**src/rtl/db_mv_fetch_pkg.sv**
```systemverilog
// Shared constants and encodings for the deblocking MV fetch sequencer.
package db_mv_fetch_pkg;

  localparam int unsigned FMV_WIDTH  = 10;
  localparam int unsigned MV_WIDTH   = 2 * FMV_WIDTH;
  localparam int unsigned ADDR_WIDTH = 7;
  localparam int unsigned BLK_NUM    = 8;
  localparam int unsigned TOP_BASE   = 64;
  localparam int unsigned LEFT_BASE  = 72;

  typedef enum logic [2:0] {
    S_IDLE,
    S_ISS_C,
    S_ISS_L,
    S_ISS_T,
    S_CAPT,
    S_OUT
  } state_e;

  typedef enum logic [1:0] {
    SLOT_CUR,
    SLOT_LEFT,
    SLOT_TOP,
    SLOT_NONE
  } slot_e;

endpackage

```
**src/rtl/db_mv_fetch_addr_gen.sv**
```systemverilog
// MV RAM address generator: maps (block x/y, read slot, LCU availability)
// to a RAM address and a read-enable that is dropped for missing LCU neighbours.
module db_mv_addr_gen
  import db_mv_fetch_pkg::*;
(
  input  logic [2:0]            x_i,
  input  logic [2:0]            y_i,
  input  slot_e                 slot_i,
  input  logic                  left_avail_i,
  input  logic                  top_avail_i,
  output logic [ADDR_WIDTH-1:0] addr_o,
  output logic                  rd_en_o
);

  always_comb begin
    addr_o  = '0;
    rd_en_o = 1'b0;
    case (slot_i)
      SLOT_CUR: begin
        addr_o  = ADDR_WIDTH'({y_i, x_i});
        rd_en_o = 1'b1;
      end
      SLOT_LEFT: begin
        if (x_i != 3'd0) begin
          addr_o  = ADDR_WIDTH'({y_i, x_i - 3'd1});
          rd_en_o = 1'b1;
        end else begin
          addr_o  = ADDR_WIDTH'(LEFT_BASE + 32'(y_i));
          rd_en_o = left_avail_i;
        end
      end
      SLOT_TOP: begin
        if (y_i != 3'd0) begin
          addr_o  = ADDR_WIDTH'({y_i - 3'd1, x_i});
          rd_en_o = 1'b1;
        end else begin
          addr_o  = ADDR_WIDTH'(TOP_BASE + 32'(x_i));
          rd_en_o = top_avail_i;
        end
      end
      default: ;
    endcase
  end

endmodule

```
**src/rtl/db_mv_fetch.sv**
```systemverilog
// Read-side sequencer for the deblocking MV RAM: walks the 64 8x8 blocks of an
// LCU and hands (cur, left, top) MV triples to the boundary-strength stage.
module db_mv_fetch
  import db_mv_fetch_pkg::*;
(
  input  logic                  clk,
  input  logic                  rst,
  input  logic                  start_i,
  input  logic                  lcu_left_avail_i,
  input  logic                  lcu_top_avail_i,
  output logic                  cen_o,
  output logic                  ren_o,
  output logic                  wen_o,
  output logic [ADDR_WIDTH-1:0] addr_o,
  input  logic [MV_WIDTH-1:0]   data_i,
  output logic                  valid_o,
  input  logic                  ready_i,
  output logic [2:0]            blk_x_o,
  output logic [2:0]            blk_y_o,
  output logic [MV_WIDTH-1:0]   mv_cur_o,
  output logic [MV_WIDTH-1:0]   mv_left_o,
  output logic [MV_WIDTH-1:0]   mv_top_o,
  output logic                  left_avail_o,
  output logic                  top_avail_o,
  output logic                  busy_o,
  output logic                  done_o
);

  state_e state_q, state_d;
  slot_e  slot;

  logic [2:0]          x_q, y_q;
  logic                lcu_left_q, lcu_top_q;
  logic [MV_WIDTH-1:0] cur_q, left_q, top_q;
  logic                left_av_q, top_av_q;
  logic                busy_q, done_q;
  logic                rd_en, rd_en_q;
  logic                hs, last_blk;

  assign hs       = (state_q == S_OUT) && ready_i;
  assign last_blk = (x_q == 3'd7) && (y_q == 3'd7);

  always_ff @(posedge clk) begin
    if (rst) state_q <= S_IDLE;
    else     state_q <= state_d;
  end

  always_comb begin
    state_d = state_q;
    case (state_q)
      S_IDLE:  if (start_i) state_d = S_ISS_C;
      S_ISS_C: state_d = S_ISS_L;
      S_ISS_L: state_d = S_ISS_T;
      S_ISS_T: state_d = S_CAPT;
      S_CAPT:  state_d = S_OUT;
      S_OUT:   if (ready_i) state_d = last_blk ? S_IDLE : S_ISS_C;
      default: state_d = S_IDLE;
    endcase
  end

  always_comb begin
    slot    = SLOT_NONE;
    ren_o   = 1'b1;
    valid_o = 1'b0;
    case (state_q)
      S_ISS_C: slot = SLOT_CUR;
      S_ISS_L: begin slot = SLOT_LEFT; ren_o = 1'b0; end
      S_ISS_T: begin slot = SLOT_TOP;  ren_o = 1'b0; end
      S_CAPT:  ren_o = 1'b0;
      S_OUT:   valid_o = 1'b1;
      default: ;
    endcase
  end

  db_mv_addr_gen u_addr_gen (
    .x_i          (x_q),
    .y_i          (y_q),
    .slot_i       (slot),
    .left_avail_i (lcu_left_q),
    .top_avail_i  (lcu_top_q),
    .addr_o       (addr_o),
    .rd_en_o      (rd_en)
  );

  assign cen_o = ~rd_en;
  assign wen_o = 1'b1;

  // rd_en_q remembers whether the read feeding this cycle's capture was issued;
  // a suppressed read yields a zero MV and a cleared availability flag.
  always_ff @(posedge clk) begin
    if (rst) begin
      x_q        <= '0;
      y_q        <= '0;
      lcu_left_q <= 1'b0;
      lcu_top_q  <= 1'b0;
      cur_q      <= '0;
      left_q     <= '0;
      top_q      <= '0;
      left_av_q  <= 1'b0;
      top_av_q   <= 1'b0;
      busy_q     <= 1'b0;
      done_q     <= 1'b0;
      rd_en_q    <= 1'b0;
    end else begin
      rd_en_q <= rd_en;
      done_q  <= hs && last_blk;
      if (state_q == S_IDLE && start_i) begin
        lcu_left_q <= lcu_left_avail_i;
        lcu_top_q  <= lcu_top_avail_i;
        x_q        <= '0;
        y_q        <= '0;
        busy_q     <= 1'b1;
      end
      if (hs) begin
        if (last_blk) begin
          busy_q <= 1'b0;
        end else begin
          x_q <= x_q + 3'd1;
          if (x_q == 3'd7) y_q <= y_q + 3'd1;
        end
      end
      case (state_q)
        S_ISS_L: cur_q <= data_i;
        S_ISS_T: begin
          left_q    <= rd_en_q ? data_i : '0;
          left_av_q <= rd_en_q;
        end
        S_CAPT: begin
          top_q    <= rd_en_q ? data_i : '0;
          top_av_q <= rd_en_q;
        end
        default: ;
      endcase
    end
  end

  assign blk_x_o      = x_q;
  assign blk_y_o      = y_q;
  assign mv_cur_o     = cur_q;
  assign mv_left_o    = left_q;
  assign mv_top_o     = top_q;
  assign left_avail_o = left_av_q;
  assign top_avail_o  = top_av_q;
  assign busy_o       = busy_q;
  assign done_o       = done_q;

endmodule

```
**config.mk**
```make
export PLATFORM = sky130hd
export DESIGN_NAME = db_mv_fetch
export DESIGN_NICKNAME = d
export VERILOG_FILES = /design/src/rtl/db_mv_fetch_pkg.sv /design/src/rtl/db_mv_fetch_addr_gen.sv /design/src/rtl/db_mv_fetch.sv
export SDC_FILE = /design/constraint.sdc
export NUM_CORES = 1
export LEC_CHECK = 0
export CORE_AREA = 10 10 100 102
export DETAILED_ROUTE_END_ITERATION = 8
export DIE_AREA = 0 0 110 112
export PLACE_DENSITY = 0.74
export SYNTH_ARGS = -nofsm -noshare
export SYNTH_HDL_FRONTEND = slang
export SYNTH_SLANG_ARGS = --single-unit
```
**constraint.sdc**
```tcl
create_clock -name clk -period 1.5 [get_ports clk]
set_clock_uncertainty 0.05 [all_clocks]
set_input_delay 0.3 -clock clk [delete_from_list [all_inputs] [get_ports clk]]
set_output_delay 0.3 -clock clk [all_outputs]
set_load 0.005 [all_outputs]
```
Word level (Yosys, flattened, before mapping)
Cells that the tools add are included.
{"block": "word_totals", "in_bits": 26, "out_inout_bits": 81, "reg_bits": 76}
{"block": "op_classes", "addsub": 6, "bitwise": 1, "n_reduce_logical": 10, "n_eq_ne": 11, "muxes": 24}
{"op": "$mux 3", "count": 9}
{"op": "$pmux 7 s3", "count": 1}
{"op": "$mux 20", "count": 1}
{"op": "$pmux 3 s6", "count": 1}
{"op": "$add 7x3->7 const A", "count": 2}
{"op": "$mux 7", "count": 2}
{"op": "$eq 3x3->1 const B", "count": 4}
{"op": "$mux 1", "count": 8}
{"op": "$add 3x1->3 const B", "count": 2}
{"op": "$eq 3x2->1 const B", "count": 2}
{"op": "$pmux 2 s3", "count": 1}
{"op": "$reduce_bool 3->1", "count": 2}
{"op": "$sub 3x1->3 const B", "count": 2}
{"op": "$logic_and 1x1->1", "count": 4}
{"op": "$ne 2x2->1 const B", "count": 2}
{"op": "$eq 3x1->1 const B", "count": 1}
{"op": "$logic_not 3->1", "count": 1}
{"op": "$pmux 1 s3", "count": 1}
{"op": "$reduce_or 3->1", "count": 1}
{"op": "$eq 2x1->1 const B", "count": 1}
{"op": "$eq 2x2->1 const B", "count": 1}
{"op": "$logic_not 2->1", "count": 1}
{"op": "$reduce_and 2->1", "count": 1}
{"op": "$not 1->1", "count": 1}

Logic depth before layout (Yosys ltp)
Gate-level depths: netlist of run 1.
{"block": "logic_depth", "word_depth": 6, "depth_mapped": 6, "ltp_nobuf": 5}

Cells and area by module
From an unflattened synthesis of run 1, not the netlist that was laid out.
{"block": "hier_totals", "hier_cells": 389, "hier_area_um2": 3160.5}
{"mod": "db_mv_fetch", "instances": 1, "area_per_inst_um2": 2895.3, "seq_area_each_um2": 1521.5, "cells_each": 353}
{"mod": "db_mv_addr_gen", "instances": 1, "area_per_inst_um2": 265.3, "seq_area_each_um2": 0.0, "cells_each": 36}

Worst setup path before layout of run 1
OpenSTA, ideal clock, no wires.
{"block": "synth_timing", "path_type": "register to output", "startpoint": "register x_q[0] (netlist: blk_x_o[0])", "endpoint": "output port addr_o[4]", "n_path_buf": 0, "stages_incl_launch_ff": 6, "path_slack_ps": -180, "arrival_time_ps": 1330, "path_cell_list": "dfxtp_1 > inv_1 > ha_1 > nor2b_1 > o21a_1 > o32ai_1"}
{"block": "synth_between", "elab_chain_len": 3, "word_cells_on_any_way": 5}
{"element": "start: declaration", "line": "db_mv_fetch.sv:32", "text": "logic [2:0] x_q, y_q;"}
{"element": "start signal: assignment", "line": "db_mv_fetch.sv:118", "text": "x_q <= x_q + 3'd1;"}
{"element": "$add 7x3->7 or $reduce_bool 3->1 (tied branches)", "line": "db_mv_fetch_addr_gen.sv:37, db_mv_fetch_addr_gen.sv:24"}
{"element": "$mux 7, on equally long branches", "line": "db_mv_fetch_addr_gen.sv:33, db_mv_fetch_addr_gen.sv:24"}
{"element": "$pmux 7 s3 (*)", "line": "db_mv_fetch_addr_gen.sv:18", "text": "case (slot_i)"}
{"element": "end: declaration", "line": "db_mv_fetch.sv:14", "text": "output logic [ADDR_WIDTH-1:0] addr_o,"}
Mark *: on every way between the ends. The rest lies on a longest branch, timed or not.

Worst setup path after layout of run 1
{"block": "layout_timing", "startpoint": "register x_q[1] (netlist: blk_x_o[1])", "endpoint": "output port addr_o[0]"}
{"block": "layout_between", "elab_chain_len": 3}
{"element": "$reduce_bool 3->1", "line": "db_mv_fetch_addr_gen.sv:24", "text": "if (x_i != 3'd0) begin"}
{"element": "$mux 7", "line": "db_mv_fetch_addr_gen.sv:24"}
{"element": "$pmux 7 s3", "line": "db_mv_fetch_addr_gen.sv:18"}
Every way passes these cells.

==> run_results.csv, run 1 <==
group,metric,value,unit
routing,routed-via-count,3396,
routing,routedWlPerCell,19.2,um
clock_network,clk_pin_slew,90,ps
grt,grt_use_met2,28.6,%
setup_path,startpoint_type,"register",
cells_and_area,diodes,0,
routing,drtIter0Drc,149,
logic_synthesis,synth_edf_count,0,
cells_and_area,layout.nets,558,
timing,fmax,493,MHz
logic_synthesis,synth-seq-cells,76,
logic_synthesis,syn_nets,401,
setup_path,arrival,1680,ps
clock_network,numCtsBuffers,9,
timing,setup_slack,-527,ps
timing,fin_crit,2030,ps
floorplanning,die_h,112,um
logic_synthesis,synth_cells,367,
power,report.power.total,0.00449,W
run_status,status,"finished with violations",
timing,finalCritPeriodShare,135,%
routing,drc,0,
grt,grt_pass1_vias,3406,
logic_synthesis,synth_area,0.00321,mm^2
routing,ant_nets,0,
timing,final-hold-violation-count,0,
clock_network,clock-sinks,76,
floorplanning,num_rows,33,
placement,dp_slack,-548,ps
logic_synthesis,synth.yosys.seq_area_share,47.4,%
power,leakagePower,2.37,nW
run_status,violations,"negative setup slack",
logic_synthesis,synthFlopType,"dfxtp_1",
clock_network,cts_tree,"yes",
timing,setup_tns,-8120,ps
grt,top_usage_layer,"met2",
placement,io_buffers,105,
grt,gr-usage-met1,19.1,%
floorplanning,die_x,110,um
floorplanning,core,0.00805,mm^2
timing,setup_violations,51,
logic_synthesis,ys_warn_count,0,
logic_synthesis,ys_async_sr_fraction,0,%
setup_path,crit_path_end_kind,"output pin",
setup_path,critPathBufInv,3,
power,ir_drop,501,uV
grt,grt_overflow,0,
placement,gp_congestion,0.867,
run,cap_viol_max_count,0,
routing,routed_wl,12200,um
clock_network,cts_hold_buf,0,
floorplanning,dieArea,0.0123,mm^2
grt,globalRouteMet3Util,5.77,%
grt,grt_usage,17.1,%
setup_path,critPathMaxStageDelay,330,ps
clock_network,clockRootBuffer,"clkbuf_8",
routing,via_per_inst,5.36,
cells_and_area,area_delta_synth_final,75.1,%
floorplanning,pin_count,107,
setup_path,worstPathMaxFanout,3,
logic_synthesis,avgSynthCellArea,8.75,um^2
setup_path,critical-path-top-delay-family,"flip-flops",
clock_network,clk_latency,360,ps
setup_path,required,1150,ps
cells_and_area,final.fill_count,596,
floorplanning,start_util,39.9,%
setup_path,r2r_setup_slack,-170,ps
grt,grt_pass1_wl,17000,um
timing,slew_viol_final,0,
routing,first_pass_iters,4,
timing,hold_ws,237,ps
power,power.density,798,mW/mm^2
clock_network,ctsLongestPathBuffers,2,
setup_path,slowest_stage,"dfxtp_2",
setup_path,critical_path_class,"reg2out",
setup_path,crit_chain,"inv_2 > ha_4 > nor2b_4 > buf_6 > mux2i_2 > a22o_1 > buf_2",
placement,dp_hpwl,7460,um
logic_synthesis,synth.distinct_cells,45,
grt,antenna_found_initial,0,
placement,dpl.cell_count,592,
worst_hold_path,min_path_type,"in2reg",
cells_and_area,drive_above_1_share,38.6,%
timing,rsz0062_at_grt,"yes",
clock_network,htreeDepth,3,
grt,grt_max_degree,35,
cells_and_area,final_cells,634,
[cells in the mapped netlist, types with 3 or more instances]
cell      instances  share of area, %
dfxtp_1          76                47
a21oi_1          52               8.1
nand2_1          49               5.7
nand3_1          43               6.7
mux2i_1          26               8.1
nor2_1           25               2.9
clkbuf_1         13               1.5
buf_2            11               1.7
inv_1             9               1.1
ha_1              8               3.1
nand2b_1          6               1.2
nor2b_1           4              0.78
o211ai_1          4              0.93
buf_6             3               1.1
[state kept, by name (all words and copies together), names as in the netlist]
signal and count:
lcu_top_q 1, rd_en_q 1, mv_left_o 20, done_o 1, left_avail_o 1, top_avail_o 1
lcu_left_q 1, mv_cur_o 20, blk_y_o 3, blk_x_o 3, mv_top_o 20, busy_o 1
state_q 3
[metrics by stage]
step / utilization [%] / instance area (um^2)
finish: 69.9 / 5620
global route: 69.9 / 5620
CTS: 62.0 / 4990
detailed placement: 57.6 / 4640
global placement: 57.6 / 4640
floorplan: - / 3260
[timing repair]
item / 4_1_cts / 5_1_grt
setup buffers: 10 / 12
endpoints found under the setup margin: 152 / 72
cloned: 1 / 6
pin swaps: 19 / 59
resized for setup: 161 / 122
[cell families (layout without fill, tap and decap cells)]
group                    count (synthesis)  after routing  synth area share, %
AO/OA/AOI/OAI                           74             74                 13.9
adder cells (fa/ha/maj)                  8              8                 3.12
buffers and inverters                   40            201                 6.08
flip-flops                              76             76                 47.4
multiplexers                            27             27                 8.45
other                                    1              1                0.117
AND/OR/NAND/NOR                        141            142                 21.0
[worst reg2reg max path: stages (launching register included)]
cell and delay (ps):
dfxtp_4 380, buf_6 130, buf_8 130, buf_6 110, or3b_4 440, clkbuf_16 200, nand2_2 70, a21oi_1 50
[power breakdown]
group | switching [W] | leakage (nW) | internal, W
combinational | 0.000356 | 1.64 | 0.000372
sequential | 0.0000325 | 0.621 | 0.00206
clock | 0.000804 | 0.106 | 0.000864
[final timing paths]
check | from | to | cells past startpoint
worst max-delay path | blk_x_o[1]$_SDFF_PP0_ | addr_o[0] | 7
worst min register to register | mv_left_o[1]$_SDFFE_PP0P_ | mv_left_o[1]$_SDFFE_PP0P_ | 2
worst min-delay path | rst | busy_o$_SDFF_PP0_ | 2
worst max register to register | state_q[1]$_SDFFE_PP0P_ | top_avail_o$_SDFFE_PP0P_ | 7
[routing by layer]
| layer | vias up | part of all wire (%) |
|---|---|---|
| li1 | 1590 | - |
| met1 | 1639 | 40 |
| met2 | 141 | 49 |
| met3 | 26 | 8.4 |
| met4 | 0 | 2.4 |
| met5 | - | 0 |
[final cells by class]
class	count	area [um^2]	area share (%)
Multi-Input combinational cell	252	2010	35.8
Timing Repair Buffer	176	1680	29.8
Sequential cell	76	1550	27.5
Clock buffer	11	151	2.69
Tap cell	105	131	2.34
Clock inverter	5	57.6	1.02
Inverter	9	43.8	0.779
[cells in the final DEF, fill, tap and decap left out, types with 5 or more instances in the layout]
| master | n |
|---|---|
| mux2i_1 | 22 |
| a21oi_1 | 24 |
| a21oi_2 | 28 |
| clkbuf_8 | 11 |
| clkdlybuf4s50_1 | 24 |
| dlygate4sd2_1 | 70 |
| dfxtp_4 | 6 |
| buf_4 | 38 |
| buf_2 | 11 |
| nand2_4 | 20 |
| buf_6 | 20 |
| buf_8 | 5 |
| nor2_1 | 23 |
| nand3_1 | 40 |
| dfxtp_1 | 66 |
| ha_4 | 7 |
| nand2_1 | 26 |
Power figures use the tool's default switching activity.
==> run 2: changes to the inputs <==
--- a/config.mk
+++ b/config.mk
@@ -5,10 +5,12 @@
 export SDC_FILE = /design/constraint.sdc
 export NUM_CORES = 1
 export LEC_CHECK = 0
-export CORE_AREA = 10 10 100 102
+export CORE_AREA = 10 10 110 93
 export DETAILED_ROUTE_END_ITERATION = 8
-export DIE_AREA = 0 0 110 112
+export DIE_AREA = 0 0 120 103
 export PLACE_DENSITY = 0.74
+export RECOVER_POWER = 25
+export SETUP_SLACK_MARGIN = 0.3
 export SYNTH_ARGS = -nofsm -noshare
 export SYNTH_HDL_FRONTEND = slang
 export SYNTH_SLANG_ARGS = --single-unit
==> run 2 against run 1 <==
Compared with the run above:
- the run still ends with negative setup slack left
- via count is 0.56% higher
- total power is 0.46% lower
- clock-buffer cell count is 1 lower
- global-route usage is 2.4 points higher
- sequential share of layout area is 0.61 points higher
- clock power is 4% lower
- setup slack better by 40 ps
- combinational power is 6.0% higher
- wire length is 6.3% higher
- critical path depth stayed put
- cell area is 2.8% higher
- critical path type unchanged
- critical endpoint is now addr_o[2]
- largest cell class unchanged
==> run_results.csv, run 2 (same netlist as run 1, synthesis figures left out) <==
group,metric,value,unit
run_status,status,"finished with violations",
run_status,violations,"negative setup slack",
clock_network,clockRootBuffer,"clkbuf_8",
power,power.density,772,mW/mm^2
cells_and_area,design_area,0.00578,mm^2
grt,grt_overflow,0,
power,ir_drop,549,uV
grt,grt_pass1_vias,3404,
timing,setup_violations,62,
setup_path,cp.depth,7,
grt,grt_max_degree,52,
setup_path,startpoint_type,"register",
floorplanning,start_util,39.4,%
cells_and_area,diodes,0,
routing,routed_wl,12900,um
clock_network,numCtsBuffers,9,
placement,placed_area,0.00474,mm^2
timing,setup_slack,-487,ps
timing,hold_ws,248,ps
cells_and_area,layout.nets,571,
timing,fmax,503,MHz
clock_network,ctsLongestPathBuffers,2,
power,leakagePower,2.32,nW
setup_path,slowest_stage,"dfxtp_4",
setup_path,critPathCapture,"addr_o[2]",
worst_hold_path,min_path_type,"in2reg",
run,cap_viol_max_count,0,
routing,routedWlPerCell,19.8,um
floorplanning,core,0.00815,mm^2
clock_network,clk_latency,350,ps
setup_path,crit_chain,"inv_4 > buf_4 > ha_2 > mux2i_1 > nor4_1 > a221o_1 > buf_2",
clock_network,clk_pin_slew,80,ps
cells_and_area,drive_above_1_share,64.0,%
setup_path,arrival,1640,ps
timing,final-hold-violation-count,0,
routing,via_per_inst,5.23,
placement,dp_slack,-523,ps
floorplanning,die_h,103,um
cells_and_area,final_cell_mix,"72 x buf_2, 64 x dfxtp_2, 46 x nand2_1, 39 x buf_6, 35 x buf_4",
timing,fin_crit,1990,ps
placement,dp_hpwl,7410,um
floorplanning,pin_count,107,
cells_and_area,area_delta_synth_final,80.1,%
cells_and_area,mostFrequentLayoutCell,"buf_2",
setup_path,reg2reg_depth,9,
setup_path,critPathBufInv,3,
setup_path,crit_path_end_kind,"output pin",
timing,finalCritPeriodShare,132,%
grt,grt_pass1_wl,18900,um
clock_network,cts_hold_buf,0,
placement,io_buffers,105,
worst_hold_path,hold_path_startpoint,"rst",
cells_and_area,finish.utilization,71.0,%
floorplanning,num_rows,30,
placement,gp_congestion,0.904,
clock_network,clock-sinks,76,
setup_path,critical_path_class,"reg2out",
routing,drc,0,
routing,routed-via-count,3415,
grt,grt_usage,19.5,%
setup_path,required,1150,ps
timing,slew_viol_final,0,
floorplanning,die_x,120,um
cells_and_area,final.fill_count,602,
setup_path,r2r_end,"mv_top_o[14]$_SDFFE_PP0P_",
clock_network,htreeDepth,3,
floorplanning,dieArea,0.0124,mm^2
routing,first_pass_iters,4,
setup_path,critPathLaunch,"blk_x_o[0]$_SDFF_PP0_",
setup_path,r2r_setup_slack,-210,ps
power,report.power.total,0.00447,W
clock_network,cts_tree,"yes",
setup_path,r2r_start,"state_q[0]$_SDFFE_PP0P_",
setup_path,worstPathMaxFanout,2,
timing,rsz0062_at_grt,"yes",
setup_path,critPathMaxStageDelay,370,ps
routing,ant_nets,0,
setup_path,critical-path-top-delay-family,"flip-flops",
grt,antenna_found_initial,0,
routing,drtIter0Drc,175,
[run 2: cell types whose count changed in the layout (fill, tap and decap cells not counted), sizes merged]
cell / previous run / this run
buf: 79 / 162
clkbuf: 14 / 11
clkinv: 1 / 0
clkinvlp: 1 / 3
dlygate4sd2: 70 / 0
inv: 11 / 10
or3b: 1 / 4
or4b: 2 / 1
[run 2: final cells by class]
cell class              count  area, um^2  share of cell area, %
clock buffers              10         138                   2.38
clock inverters             5        61.3                   1.06
inverters                   9        43.8                  0.757
multi-input cells         254        2100                   36.3
flip-flops and latches     76        1630                   28.1
well taps                 112         140                   2.42
repair buffers            187        1680                   29.0
[run 2: worst register-to-register path, cell delays in order (launching register included)]
cell and delay, ps:
dfxtp_4 370, buf_6 130, buf_6 120, nor3b_4 230, buf_4 150, buf_8 130
buf_12 110, buf_16 130, nand3_4 80, a21oi_2 140
[run 2: worst min-delay path by stage]
stage | to | slack [ps] | cells past startpoint
2_1_floorplan | lcu_left_q$_SDFFE_PP0P_ | 390 | 2
3_3_place_gp | mv_left_o[6]$_SDFFE_PP0P_ | 390 | 2
3_5_place_dp | mv_left_o[2]$_SDFFE_PP0P_ | 400 | 2
4_1_cts | blk_x_o[0]$_SDFF_PP0_ | 210 | 2
5_1_grt | blk_y_o[0]$_SDFF_PP0_ | 230 | 2
6_report | blk_y_o[0]$_SDFF_PP0_ | 250 | 2
[run 2: per-stage QoR]
step | instances | TNS (ps)
2_1_floorplan | 367 | -12.6
3_3_place_gp | 597 | -9380
3_5_place_dp | 597 | -10160
4_1_cts | 639 | -7980
5_1_grt | 653 | -14570
6_report | 653 | -11320
[run 2: power breakdown]
part           switching, W  internal (W)  leakage, nW  total (W)
clock network      0.000787      0.000810       0.0910    0.00160
registers         0.0000351       0.00206        0.652    0.00210
logic              0.000389      0.000383         1.57   0.000772
[run 2: what timing repair did]
item                       in CTS  in global routing
buffers inserted               19                 13
gates resized for setup       456                 84
cloned                          8                  1
setup endpoints to repair     155                 93
pin swaps                      28                 28
[run 2: routing by layer]
| metal | up-vias | routed length (um) | track usage (%) |
|---|---|---|---|
| met2 | 110 | 6450 | 33.0 |
| met1 | 1671 | 5300 | 23.1 |
| li1 | 1619 | - | - |
| met3 | 15 | 1030 | 7.17 |
| met5 | - | 0 | 0 |
| met4 | 0 | 163 | 4.54 |
